<file path="src/rtl/clock_set_ctrl_pkg.sv">
// Shared state encodings and button indices for the clock setter
// and the display block.
package clock_set_ctrl_pkg;

  localparam logic [1:0] ST_RUN      = 2'b00;
  localparam logic [1:0] ST_SET_HOUR = 2'b01;
  localparam logic [1:0] ST_SET_MIN  = 2'b10;

  localparam int BTN_MODE = 0;
  localparam int BTN_UP   = 1;
  localparam int BTN_SCLR = 2;

  function automatic logic [7:0] to_bcd(input int v);
    return {4'(v / 10), 4'(v % 10)};
  endfunction

endpackage

</file>
<file path="src/rtl/bcd_cnt.sv">
// Two-digit packed BCD counter, 00..MAX, with wrap carry.
// Digits are stepped directly in BCD so no binary value is ever held.
module bcd_cnt
  import clock_set_ctrl_pkg::*;
#(
  parameter int MAX = 59
) (
  input  logic       clk,
  input  logic       rst,
  input  logic       inc,
  input  logic       clr,
  output logic [7:0] val,
  output logic       carry
);

  localparam logic [7:0] MAX_BCD = to_bcd(MAX);

  logic [7:0] val_q;
  logic [7:0] val_d;
  logic       at_max;

  assign at_max = (val_q == MAX_BCD);

  always_comb begin
    val_d = val_q;
    if (clr) begin
      val_d = 8'h00;
    end else if (inc) begin
      if (at_max) begin
        val_d = 8'h00;
      end else if (val_q[3:0] == 4'd9) begin
        val_d = {val_q[7:4] + 4'd1, 4'd0};
      end else begin
        val_d = {val_q[7:4], val_q[3:0] + 4'd1};
      end
    end
  end

  always_ff @(posedge clk or posedge rst) begin
    if (rst) val_q <= 8'h00;
    else     val_q <= val_d;
  end

  assign val   = val_q;
  assign carry = inc & ~clr & at_max;

endmodule

</file>
<file path="src/rtl/clock_set_ctrl.sv">
// 24h BCD time-of-day clock with MODE/UP/SCLR setting buttons
// and a 2 Hz blank strobe for the field under edit.
module clock_set_ctrl
  import clock_set_ctrl_pkg::*;
#(
  parameter int CLK_FREQ = 50000000
) (
  input  logic       CLK,
  input  logic       RST,
  input  logic [2:0] BTN,
  output logic [7:0] HOUR,
  output logic [7:0] MIN,
  output logic [7:0] SEC,
  output logic [1:0] SETMODE,
  output logic       BLINK
);

  localparam int PW   = (CLK_FREQ > 1) ? $clog2(CLK_FREQ) : 1;
  localparam int BDIV = (CLK_FREQ >= 4) ? (CLK_FREQ / 4) : 1;
  localparam int BW   = (BDIV > 1) ? $clog2(BDIV) : 1;

  localparam logic [PW-1:0] PRE_TC = PW'(CLK_FREQ - 1);
  localparam logic [BW-1:0] BLK_TC = BW'(BDIV - 1);

  logic          armed_q, armed_d;
  logic [1:0]    state_q, state_d;
  logic [PW-1:0] presc_q, presc_d;
  logic          tick_q,  tick_d;
  logic [BW-1:0] bcnt_q,  bcnt_d;
  logic          blink_q, blink_d;

  logic [2:0] btn_v;
  logic       mode, up, sclr;
  logic       is_run, is_hset, is_mset;
  logic       inc_s, inc_m, inc_h, clr_s;
  logic       c_sec, c_min;

  // A pulse coinciding with reset release is masked for one edge.
  assign btn_v = armed_q ? BTN : 3'b000;
  assign mode  = btn_v[BTN_MODE];
  assign up    = btn_v[BTN_UP]   & ~mode;
  assign sclr  = btn_v[BTN_SCLR] & ~mode;

  assign is_hset = (state_q == ST_SET_HOUR);
  assign is_mset = (state_q == ST_SET_MIN);
  assign is_run  = ~(is_hset | is_mset);

  always_comb begin
    armed_d = 1'b1;
    state_d = ST_RUN;
    unique case (1'b1)
      is_hset: state_d = mode ? ST_SET_MIN : ST_SET_HOUR;
      is_mset: state_d = mode ? ST_RUN : ST_SET_MIN;
      default: state_d = mode ? ST_SET_HOUR : ST_RUN;
    endcase
  end

  always_comb begin
    presc_d = '0;
    tick_d  = 1'b0;
    if (is_run) begin
      tick_d  = (presc_q == PRE_TC);
      presc_d = tick_d ? '0 : presc_q + PW'(1);
    end
  end

  always_comb begin
    bcnt_d  = '0;
    blink_d = 1'b0;
    if (!is_run && state_d == state_q) begin
      if (bcnt_q == BLK_TC) begin
        blink_d = ~blink_q;
      end else begin
        bcnt_d  = bcnt_q + BW'(1);
        blink_d = blink_q;
      end
    end
  end

  always_ff @(posedge CLK or posedge RST) begin
    if (RST) begin
      armed_q <= 1'b0;
      state_q <= ST_RUN;
    end else begin
      armed_q <= armed_d;
      state_q <= state_d;
    end
  end

  always_ff @(posedge CLK or posedge RST) begin
    if (RST) begin
      presc_q <= '0;
      tick_q  <= 1'b0;
    end else begin
      presc_q <= presc_d;
      tick_q  <= tick_d;
    end
  end

  always_ff @(posedge CLK or posedge RST) begin
    if (RST) begin
      bcnt_q  <= '0;
      blink_q <= 1'b0;
    end else begin
      bcnt_q  <= bcnt_d;
      blink_q <= blink_d;
    end
  end

  assign inc_s = is_run & tick_q;
  assign clr_s = ~is_run & sclr;
  assign inc_m = (is_run & c_sec) | (is_mset & up);
  assign inc_h = (is_run & c_min) | (is_hset & up);

  bcd_cnt #(.MAX(59)) u_sec (
    .clk   (CLK),
    .rst   (RST),
    .inc   (inc_s),
    .clr   (clr_s),
    .val   (SEC),
    .carry (c_sec)
  );

  bcd_cnt #(.MAX(59)) u_min (
    .clk   (CLK),
    .rst   (RST),
    .inc   (inc_m),
    .clr   (1'b0),
    .val   (MIN),
    .carry (c_min)
  );

  bcd_cnt #(.MAX(23)) u_hour (
    .clk   (CLK),
    .rst   (RST),
    .inc   (inc_h),
    .clr   (1'b0),
    .val   (HOUR),
    .carry ()
  );

  assign SETMODE = state_q;
  assign BLINK   = blink_q;

endmodule

</file>
<file path="config.mk">
export PLATFORM = sky130hd
export DESIGN_NAME = clock_set_ctrl
export DESIGN_NICKNAME = d
export VERILOG_FILES = /design/src/rtl/clock_set_ctrl_pkg.sv /design/src/rtl/bcd_cnt.sv /design/src/rtl/clock_set_ctrl.sv
export SDC_FILE = /design/constraint.sdc
export NUM_CORES = 1
export LEC_CHECK = 0
export BUFFER_PORTS_ARGS = -buffer_cell sky130_fd_sc_hd__buf_4
export CORE_UTILIZATION = 54
export DETAILED_ROUTE_END_ITERATION = 8
export GPL_TIMING_DRIVEN = 0
export MAX_ROUTING_LAYER = met4
export PLACE_DENSITY = 0.79
export SLEW_MARGIN = 40
export SYNTH_ARGS = -nofsm -noshare
export SYNTH_HDL_FRONTEND = slang
export SYNTH_SLANG_ARGS = --single-unit
</file>
<file path="constraint.sdc">
create_clock -name CLK -period 2.02 [get_ports CLK]
set_input_delay 0.202 -clock CLK [delete_from_list [all_inputs] [get_ports CLK]]
set_output_delay 0.202 -clock CLK [all_outputs]
set_load 0.02 [all_outputs]
</file>
==> impl_results.md, run 1 <==
* Final ANT Viol Nets at 0
* Largest family of logic cells by synthesized area: simple AND/OR/NAND/NOR gates
* Number of global-route vias before repair at 3,210
* Delay-heaviest family, CP: flip-flops
* Post-route cell area at 5110 um2
* Buf/Inv on CP at 2
* Commonest non-fill, non-tap cells in the layout: dfrtp_1 (74), nor2_1 (46), buf_4 (44), nand3_1 (33), xor2_1 (32)
* Worst r2r src: u_sec.val[0]
* Tot GR Track Use at 0.220
* Via Count at 3,231
* Hold crit path type: in2reg
* Post-Place Setup Slack at -145 ps
* Total CTS buffers at 9
* N_diodes at 0
* Clk root buf: clkbuf_8
* DP Cell Count at 562
* Drt total wl at 8350 um
* DR pass1 iterations at 4
* Compound-Gate Fraction of Synth Area at 0.0607
* DR iter-0 viols at 90
* Post-Synth XOR/XNOR Area at 0.102
* Core area at 7690 um2
* Crit path max-delay cell type: dfrtp_2
* Hold Path Depth at 3
* I/O pin count at 32
* Overall power at 4.55 mW
* CTS sink count at 79
* Worst EP arrival at 2180 ps
* Worst-Skew Late Latency at 340 ps
* DP HPWL at 5780 um
* First-pass GRT wire length at 14,200 um
* Post-route clock period utilization at 0.968
* Leak at 2.26 nW
* Total global routing overflow at 0
* Full die area at 8290 um2
* Final Non-Filler Cells at 587
* Fmax at 512 MHz
* Critical path origin: u_sec.val[0]
* Hold Fails Final Rpt at 0
* Simple-gate share of the synthesized area at 0.286
* Leading cell type in the layout, fill and taps excluded: dfrtp_1
* Hold endpoint: SETMODE[0]
* Area share of fa/ha/maj cells after synthesis at 0.0467
* Final Setup Violations at 0
* Minimum clock period at 1950 ps
* Cell area after synthesis at 4280 um2
* Die Span X at 91.1 um
* Startpoint Class: register
* Clock Skew at 7.66 ps
* DR DRC count at 0
* CTS tree: yes
* Layout cells sized above 1 at 0.239
* Top_reg_cell synth: dfrtp_1
* Critical path fanouts, max at 10
* Crit. End Element: register
* Fillers at 616
* Antenna violations before repair at 0
* Post-synthesis mux area share at 0.00496
* Crit-path cells: ha_1, and3b_1, clkbuf_4, a41oi_4, o21a_1, buf_4, mux2_1
* Total of max-cap violations at 0
* CP max stage delay at 450 ps
* Area Growth Syn to Fin at 19.3%
* Maximum vdd drop at 0.000606 V
* Die Ht at 91.1 um
* Clock transition at path regs at 80 ps
* EDFF count, synth at 0
* Reg2reg end: u_hour.val[0]
* Post-synthesis cell type count at 52
* Multi-input gate area at 2250 um2
* Nets at 501
* Mean area per synthesized cell at 10.1 um2
* Std cell rows at 32
* Largest net degree at the start of global routing at 27
* Reg2Reg Depth at 7
* Worst setup margin at 65.1 ps
* Cell count after synthesis at 426
* FF+latch area at 1980 um2
* Ys async rst share at 1.00
* Routed WL per cell at 14.2 um
* Final Wtd Congestion at 0.764
* Outcome: complete, no violations
* Port Buffers at 31
* R2R setup slack at 70 ps
* Final count of pins violating max slew at 0
* Hold path start: BTN[0]
* Max clock buf depth at 2
* Seq/Total Area, Yosys at 0.461
* DR vias/cell at 5.50
* Pwr per Cell Area at 891 nW/um2
* Synthesis warning total at 0
* Critical Path RT at 2250 ps
* WHS at 259 ps
* CTS H-tree lvls at 3
* Synthesized netlist net count at 447
* Register bit count reported by yosys at 79
* Placement Cell Area at 4730 um2
* Starting Density at 0.557
* Worst Setup Path Type: reg2reg
layout make-up:
| cell class | count | area share |
|---|---|---|
| multi-input combinational | 317 | 0.441 |
| sequential | 79 | 0.388 |
| clock inverter | 3 | 0.00343 |
| timing repair buffer | 45 | 0.0769 |
| tap | 102 | 0.0250 |
| inverter | 14 | 0.0110 |
| buffer | 14 | 0.0235 |
| clock buffer | 13 | 0.0311 |
state kept, by name, indices dropped and copies added (netlist names):
| name | flops |
|---|---|
| armed_q | 1 |
| presc_q | 26 |
| SETMODE | 2 |
| bcnt_q | 24 |
| tick_q | 1 |
| u_sec.val | 8 |
| u_min.val | 8 |
| u_hour.val | 8 |
| BLINK | 1 |
cell usage after synthesis, drive strengths merged, types with 8 or more instances:
master / number / share of area
o21ai: 16 / 0.019
xor2: 32 / 0.065
nand2: 28 / 0.025
nor2: 46 / 0.040
nand3: 34 / 0.040
xnor2: 18 / 0.037
ha: 16 / 0.047
dfrtp: 79 / 0.46
nand4: 11 / 0.018
buf: 10 / 0.020
inv: 14 / 0.012
a21oi: 11 / 0.013
and3: 8 / 0.012
nor3: 33 / 0.060
timing repair:
action                                  4_1_cts  5_1_grt
hold endpoints to repair                     15        0
endpoints found under the setup margin       44       45
resized for setup                             8       24
pin swaps                                     4        6
setup buffers                                 5        5
hold buffers                                  1        0
where the power goes:
| part | leakage (nW) | total [mW] | internal [mW] | switching [mW] |
|---|---|---|---|---|
| registers | 1.06 | 2.05 | 1.78 | 0.264 |
| logic | 1.11 | 1.45 | 0.656 | 0.796 |
| clock network | 0.0894 | 1.05 | 0.511 | 0.541 |
routing by layer:
layer,track usage,up-vias,share of wire
met5,-,-,0
met1,0.253,1590,0.44
met3,0.0427,9,0.021
met2,0.382,36,0.53
met4,0.0847,0,0.013
li1,-,1596,-
how the worst max path moves through the flow:
stage	endpoint	slack [ps]	cells after the start
2_1_floorplan	u_hour.val[0]	20	6
3_3_place_gp	u_sec.val[7]	-100	6
3_5_place_dp	u_sec.val[7]	-140	6
4_1_cts	bcnt_q[12]	20	8
5_1_grt	u_min.val[7]	-10	8
6_report	u_hour.val[0]	70	7
worst register-to-register path: stages, from the launching register on:
cell and delay (ps):
dfrtp_2 450, ha_1 220, and3b_1 180, clkbuf_4 170
a41oi_4 140, o21a_1 180, buf_4 180, mux2_1 330
through the flow:
stage,setup TNS [ps],utilization
detailed placement,-2270,0.616
finish,0,0.665
global placement,-801,0.606
global route,-20.3,0.665
floorplan,0,-
CTS,0,0.649
cells by family (layout without fill, tap and decap cells):
family	Yosys count	after routing
simple gates	206	206
other cells	1	1
flops	79	79
compound gates	42	42
mux	2	2
buf+inv	30	89
xor+xnor	50	50
fa+ha+maj	16	16
No activity file was read; power rests on OpenSTA's default activity.
==> inputs of run 2 (changes only) <==
- CORE_ASPECT_RATIO: unset -> 0.8
- PLACE_DENSITY: 0.79 -> 0.76
==> impl_results.md, run 2 (synthesized netlist as in run 1, its figures left out) <==
* Biggest register: presc_q
* Final ANT Viol Nets at 0 (unchanged)
* Psw at 1.69 mW (+5.4%)
* Reg2reg end: bcnt_q[7]
* CTS tree: yes
* Layout cells sized above 1 at 0.255 (+0.0159)
* Via Count at 3,357 (+3.9%)
* Maximum vdd drop at 0.000634 V (+4.6%)
* Die Span X at 102 um (+12%)
* Final count of pins violating max slew at 0 (unchanged)
* Core area at 7530 um2 (-2.0%)
* CTS H-tree lvls at 3 (unchanged)
* Critical path fanouts, max at 8 (-2)
* DP HPWL at 5880 um (+1.8%)
* Crit path max-delay cell type: dfrtp_2
* First-pass GRT wire length at 14,600 um (+2.8%)
* Final Setup Violations at 0 (unchanged)
* Area Growth Syn to Fin at 22.3%
* Worst r2r src: SETMODE[0]
* Clk root buf: clkbuf_8
* Antenna violations before repair at 0 (unchanged)
* R2R setup slack at 20 ps (-40 ps)
* Delay-heaviest family, CP: simple AND/OR/NAND/NOR gates
* Die Ht at 81.7 um (-10%)
* DR iter-0 viols at 129 (+43%)
* Crit. End Element: register
* DR pass1 iterations at 4 (unchanged)
* DR vias/cell at 5.60 (+1.8%)
* Final Util at 0.696 (+0.0308)
* Clock Skew at 11.6 ps (+3.92 ps)
* Max clock buf depth at 2 (unchanged)
* CTS sink count at 79 (unchanged)
* Routed WL per cell at 15.2 um (+6.9%)
* Worst-Skew Late Latency at 350 ps (about the same)
* Worst Setup Path Type: reg2reg
* Number of global-route vias before repair at 3,153 (-1.8%)
* Fmax at 500 MHz (-2.2%)
* N_diodes at 0 (unchanged)
* Sequential cell fraction of total power at 0.427 (-0.023)
* Hold path start: BTN[0]
* Unrepaired setup endpoints after global routing: yes
* Starting Density at 0.569 (+0.0115)
* Std cell rows at 28 (-13%)
* Hold Path Depth at 3 (unchanged)
* DR DRC count at 0 (unchanged)
* Commonest non-fill, non-tap cells in the layout: dfrtp_1 (73), buf_4 (50), nor2_1 (46), nand3_1 (33), xor2_1 (32)
* CP max stage delay at 430 ps (-20 ps)
* Minimum clock period at 2000 ps (+43.6 ps)
* Leading cell type in the layout, fill and taps excluded: dfrtp_1
* Nets at 510 (+1.8%)
* Largest registers: presc_q: 26 flops, bcnt_q: 24 flops
* Total of max-cap violations at 0 (unchanged)
* Drt total wl at 9100 um (+9.1%)
* Port Buffers at 31 (unchanged)
* Largest net degree at the start of global routing at 24 (-11%)
* Clk pwr share at 0.229 (-0.002)
* Total CTS buffers at 9 (unchanged)
* Final Wtd Congestion at 0.801 (+4.8%)
* Crit-path cells: inv_2, ha_4, a21boi_4, xnor2_1, or3_1, a31o_1, buf_6, clkbuf_16, nor3_4
* Hold Fails Final Rpt at 0 (unchanged)
* Int Pwr at 3.03 mW (+2.8%)
* Tot GR Track Use at 0.235 (+0.0145)
* Full die area at 8300 um2 (about the same)
* I/O pin count at 32 (unchanged)
* Net Sw Frac at 0.357 (+0.00567)
* Post-route clock period utilization at 0.989 (+0.0216)
* Number of flip-flops under the largest register name at 26 (unchanged)
* Critical Path RT at 2290 ps (+40 ps)
* Pwr per Cell Area at 901 nW/um2 (+1.2%)
* Outcome: complete, no violations
* Post-Place Setup Slack at -158 ps (-13.5 ps)
* Combinational share of power at 0.344 (+0.025)
* Worst setup margin at 21.5 ps (-43.6 ps)
* Hold crit path type: in2reg
* Worst EP arrival at 2270 ps (+90 ps)
* Leak at 2.35 nW (+3.7%)
* Total global routing overflow at 0 (unchanged)
* Hold endpoint: SETMODE[0]
* Reg2Reg Depth at 9 (+2)
* Buf/Inv on CP at 3 (+1)
* Clock transition at path regs at 80 ps (about the same)
* Startpoint Class: register
==> run 2: changes by cell type in the layout (fill, tap and decap cells not counted), moves of 2 or more <==
cell      change
clkbuf_4      -2
nor3_2        -5
nor3_4        +5
buf_6         +3
buf_4         +6
==> run 2: worst min-delay path, delay by kind of cell <==
family          cells  cell delay (ps)
compound gates      1               80
buf+inv             1              120
simple gates        1              170
==> run 2: power groups by stage <==
stage / Combinational (mW) / Sequential, mW / Clock, mW
after global placement: 1.25 / 2.05 / 0
final: 1.62 / 2.02 / 1.08
after global routing: 1.76 / 2.05 / 1.16
after floorplan: 0.701 / 2.19 / 0
after CTS: 1.43 / 2.01 / 1.10
after detailed placement: 1.31 / 2.06 / 0
==> run 2: final cells by class <==
cell class / instances / area [um2]
Clock inverter: 3 / 17.5
Fill cell: 541 / 2290
Sequential cell: 79 / 1980
Clock buffer: 13 / 159
Multi-Input combinational cell: 317 / 2280
Buffer: 14 / 121
Inverter: 14 / 56.3
Timing Repair Buffer: 54 / 485
Tap cell: 105 / 131
==> run 2: what timing repair did <==
action,in CTS,in global routing
pin swaps,3,6
gates resized for setup,9,32
setup endpoints to repair,44,47
endpoints found under the hold margin,16,0
buffers inserted,9,9
cloned,0,1
hold buffers,1,0
==> run 2: worst max-delay path by stage <==
stage | from | to | slack (ps) | depth (start not counted)
3_3_place_gp | SETMODE[0] | u_sec.val[7] | -110 | 6
3_5_place_dp | presc_q[0] | presc_q[20] | -160 | 9
5_1_grt | SETMODE[0] | bcnt_q[7] | -40 | 9
4_1_cts | u_sec.val[0] | u_hour.val[0] | 10 | 7
2_1_floorplan | u_hour.val[0] | u_hour.val[0] | 20 | 6
6_report | SETMODE[0] | bcnt_q[7] | 20 | 9
==> run 2: layer usage <==
layer / vias to the layer above / share of wire / track usage
met5: - / 0 / -
met4: 0 / 0.013 / 0.0710
met3: 11 / 0.041 / 0.0536
met2: 66 / 0.49 / 0.376
met1: 1661 / 0.45 / 0.300
li1: 1619 / - / -
==> run 2: through the flow <==
stage | area (um2) | setup TNS [ps] | cells | power [mW] | hold slack, ps
2_1_floorplan | 4300 | 0 | 426 | 2.89 | 429
3_3_place_gp | 4660 | -1830 | 562 | 3.30 | 476
3_5_place_dp | 4740 | -3380 | 565 | 3.37 | 233
4_1_cts | 5040 | 0 | 590 | 4.54 | 230
5_1_grt | 5240 | -543 | 599 | 4.97 | 250
6_report | 5240 | 0 | 599 | 4.72 | 251
==> inputs of run 3 (changes only) <==
- CELL_PAD_IN_SITES_DETAIL_PLACEMENT: unset -> 2
- CELL_PAD_IN_SITES_GLOBAL_PLACEMENT: unset -> 2
- CORE_UTILIZATION: 54 -> 35
- PLACE_DENSITY: 0.76 -> unset
- PLACE_DENSITY_LB_ADDON: unset -> 0.1
==> impl_results.md, run 3 (synthesized netlist as in run 1, its figures left out) <==
* Full die area at 12,700 um2 (+53%)
* Total global routing overflow at 0 (unchanged)
* Leading cell type in the layout, fill and taps excluded: dfrtp_1
* Worst setup margin at -8.37 ps (-29.9 ps)
* Number of global-route vias before repair at 3,594 (+14%)
* DR vias/cell at 5.31 (-5.2%)
* Biggest register: presc_q
* Fmax at 493 MHz (-1.5%)
* Unrepaired setup endpoints after global routing: yes
* Starting Density at 0.365 (-0.204)
* Clock transition at path regs at 60 ps (-20 ps)
* Final ANT Viol Nets at 0 (unchanged)
* Pwr per Cell Area at 990 nW/um2 (+9.8%)
* Largest registers: presc_q: 26 flops, bcnt_q: 24 flops
* Area Growth Syn to Fin at 28.2%
* Largest net degree at the start of global routing at 24 (unchanged)
* Crit. End Element: register
* Die Span X at 126 um (+24%)
* Hold Fails Final Rpt at 0 (unchanged)
* Port Buffers at 31 (unchanged)
* Worst-Skew Late Latency at 340 ps (about the same)
* Tot GR Track Use at 0.202 (-0.0333)
* Total CTS buffers at 9 (unchanged)
* CTS tree: yes
* Leak at 2.41 nW (+2.7%)
* Final count of pins violating max slew at 0 (unchanged)
* Via Count at 3,438 (+2.4%)
* WHS at 303 ps (+52.2 ps)
* Std cell rows at 35 (+25%)
* Minimum clock period at 2030 ps (+29.9 ps)
* Post-route clock period utilization at 1.00 (+0.0148)
* Failing checks: setup timing
* Max clock buf depth at 2 (unchanged)
* Worst Setup Path Type: reg2reg
* Max Used Layer: met4
* FF+latch area at 1990 um2 (about the same)
* Worst EP arrival at 2290 ps (+20 ps)
* CTS H-tree lvls at 3 (unchanged)
* Core area at 11,700 um2 (+56%)
* Final Wtd Congestion at 0.763 (-4.7%)
* N_diodes at 0 (unchanged)
* Multi-input gate area at 2330 um2 (+1.9%)
* Final Setup Violations at 4 (+4)
* Critical path fanouts, max at 10 (+2)
* I/O pin count at 32 (unchanged)
* Drt total wl at 11,900 um (+31%)
* Critical Path RT at 2280 ps (about the same)
* DR DRC count at 0 (unchanged)
* Final Util at 0.468 (-0.228)
* Fin Setup TNS at -18.5 ps (-18.5 ps)
* DR iter-0 viols at 104 (-19%)
* Commonest non-fill, non-tap cells in the layout: dfrtp_1 (72), buf_4 (56), nor2_1 (46), nand3_1 (33), xor2_1 (32)
* Fillers at 1,202 (+120%)
* Hold crit path type: in2reg
* Outcome: finished with violations
* DRT met1 WL at 6000 um (+45%)
* Maximum vdd drop at 0.000426 V (-33%)
* Clock Skew at 6.43 ps (-5.15 ps)
* DP HPWL at 8020 um (+36%)
* Layout cells sized above 1 at 0.273 (+0.0175)
* Total of max-cap violations at 0 (unchanged)
* DR pass1 iterations at 4 (unchanged)
* Post-route cell area at 5490 um2 (+4.8%)
* Metal2 WL at 5510 um (+23%)
* Clk root buf: clkbuf_16
* CTS sink count at 79 (unchanged)
* Die Ht at 101 um (+24%)
* Worst Tran Pin Value at 495 ps
* Slew HR at 0.667
* Routed WL per cell at 18.4 um (+21%)
* Nets at 515 (+0.98%)
* Number of flip-flops under the largest register name at 26 (unchanged)
* Met3 wire length at 312 um (-15%)
* First-pass GRT wire length at 19,300 um (+32%)
* Startpoint Class: register
* Placement Cell Area at 4790 um2 (+1.1%)
* Antenna violations before repair at 0 (unchanged)
## run 3: final cells by class
| class | count | share of cell area |
|---|---|---|
| timing repair buffer | 60 | 0.0953 |
| multi-input combinational | 317 | 0.424 |
| buffer | 13 | 0.0221 |
| sequential | 79 | 0.362 |
| clock buffer | 12 | 0.0449 |
| inverter | 14 | 0.0103 |
| tap | 148 | 0.0337 |
| clock inverter | 4 | 0.00820 |
## run 3: final timing paths
kind / slack [ps] / endpoint / from / cells past startpoint
setup / recovery: -8 / bcnt_q[11] / SETMODE[1] / 8
hold / removal: 300 / SETMODE[1] / BTN[0] / 3
setup reg to reg: -8 / bcnt_q[11] / SETMODE[1] / 8
hold reg to reg: 500 / u_hour.val[7] / u_hour.val[7] / 1
max in group asynchronous: 890 / u_sec.val[0] / RST / 5
min in group asynchronous: 450 / u_hour.val[5] / RST / 3
## run 3: per-stage QoR
stage	setup slack, ps	total power [mW]	cells
5_1_grt	-92.3	5.74	647
2_1_floorplan	17.1	2.89	426
6_report	-8.37	5.43	647
3_3_place_gp	-184	3.35	605
4_1_cts	-5.83	5.33	634
3_5_place_dp	-306	3.46	608
## run 3: critical path, cell delays in order, from the launching register on
cell	delay, ps
dfrtp_2	450
inv_2	120
ha_4	170
nand2_1	70
or4_1	420
a31o_1	240
buf_6	150
buf_12	150
nor3_2	170
## run 3: where the power goes
part / internal [mW] / leakage (nW) / switching (mW)
combinational: 0.803 / 1.20 / 0.950
clock: 0.986 / 0.146 / 0.638
sequential: 1.79 / 1.06 / 0.269
## run 3: timing repair
action                                  4_1_cts  5_1_grt
hold endpoints to repair                     14        0
setup buffers                                10       13
endpoints found under the setup margin       58       48
hold buffers                                  1        0
cloned                                        1        1
pin swaps                                     8        6
resized for setup                            28       23
## run 3: metal layers
layer  up-vias  global-route usage
met5         -                   -
met4         0              0.0516
met3        10              0.0350
met2        44               0.301
met1      1762               0.282
li1       1622                   -
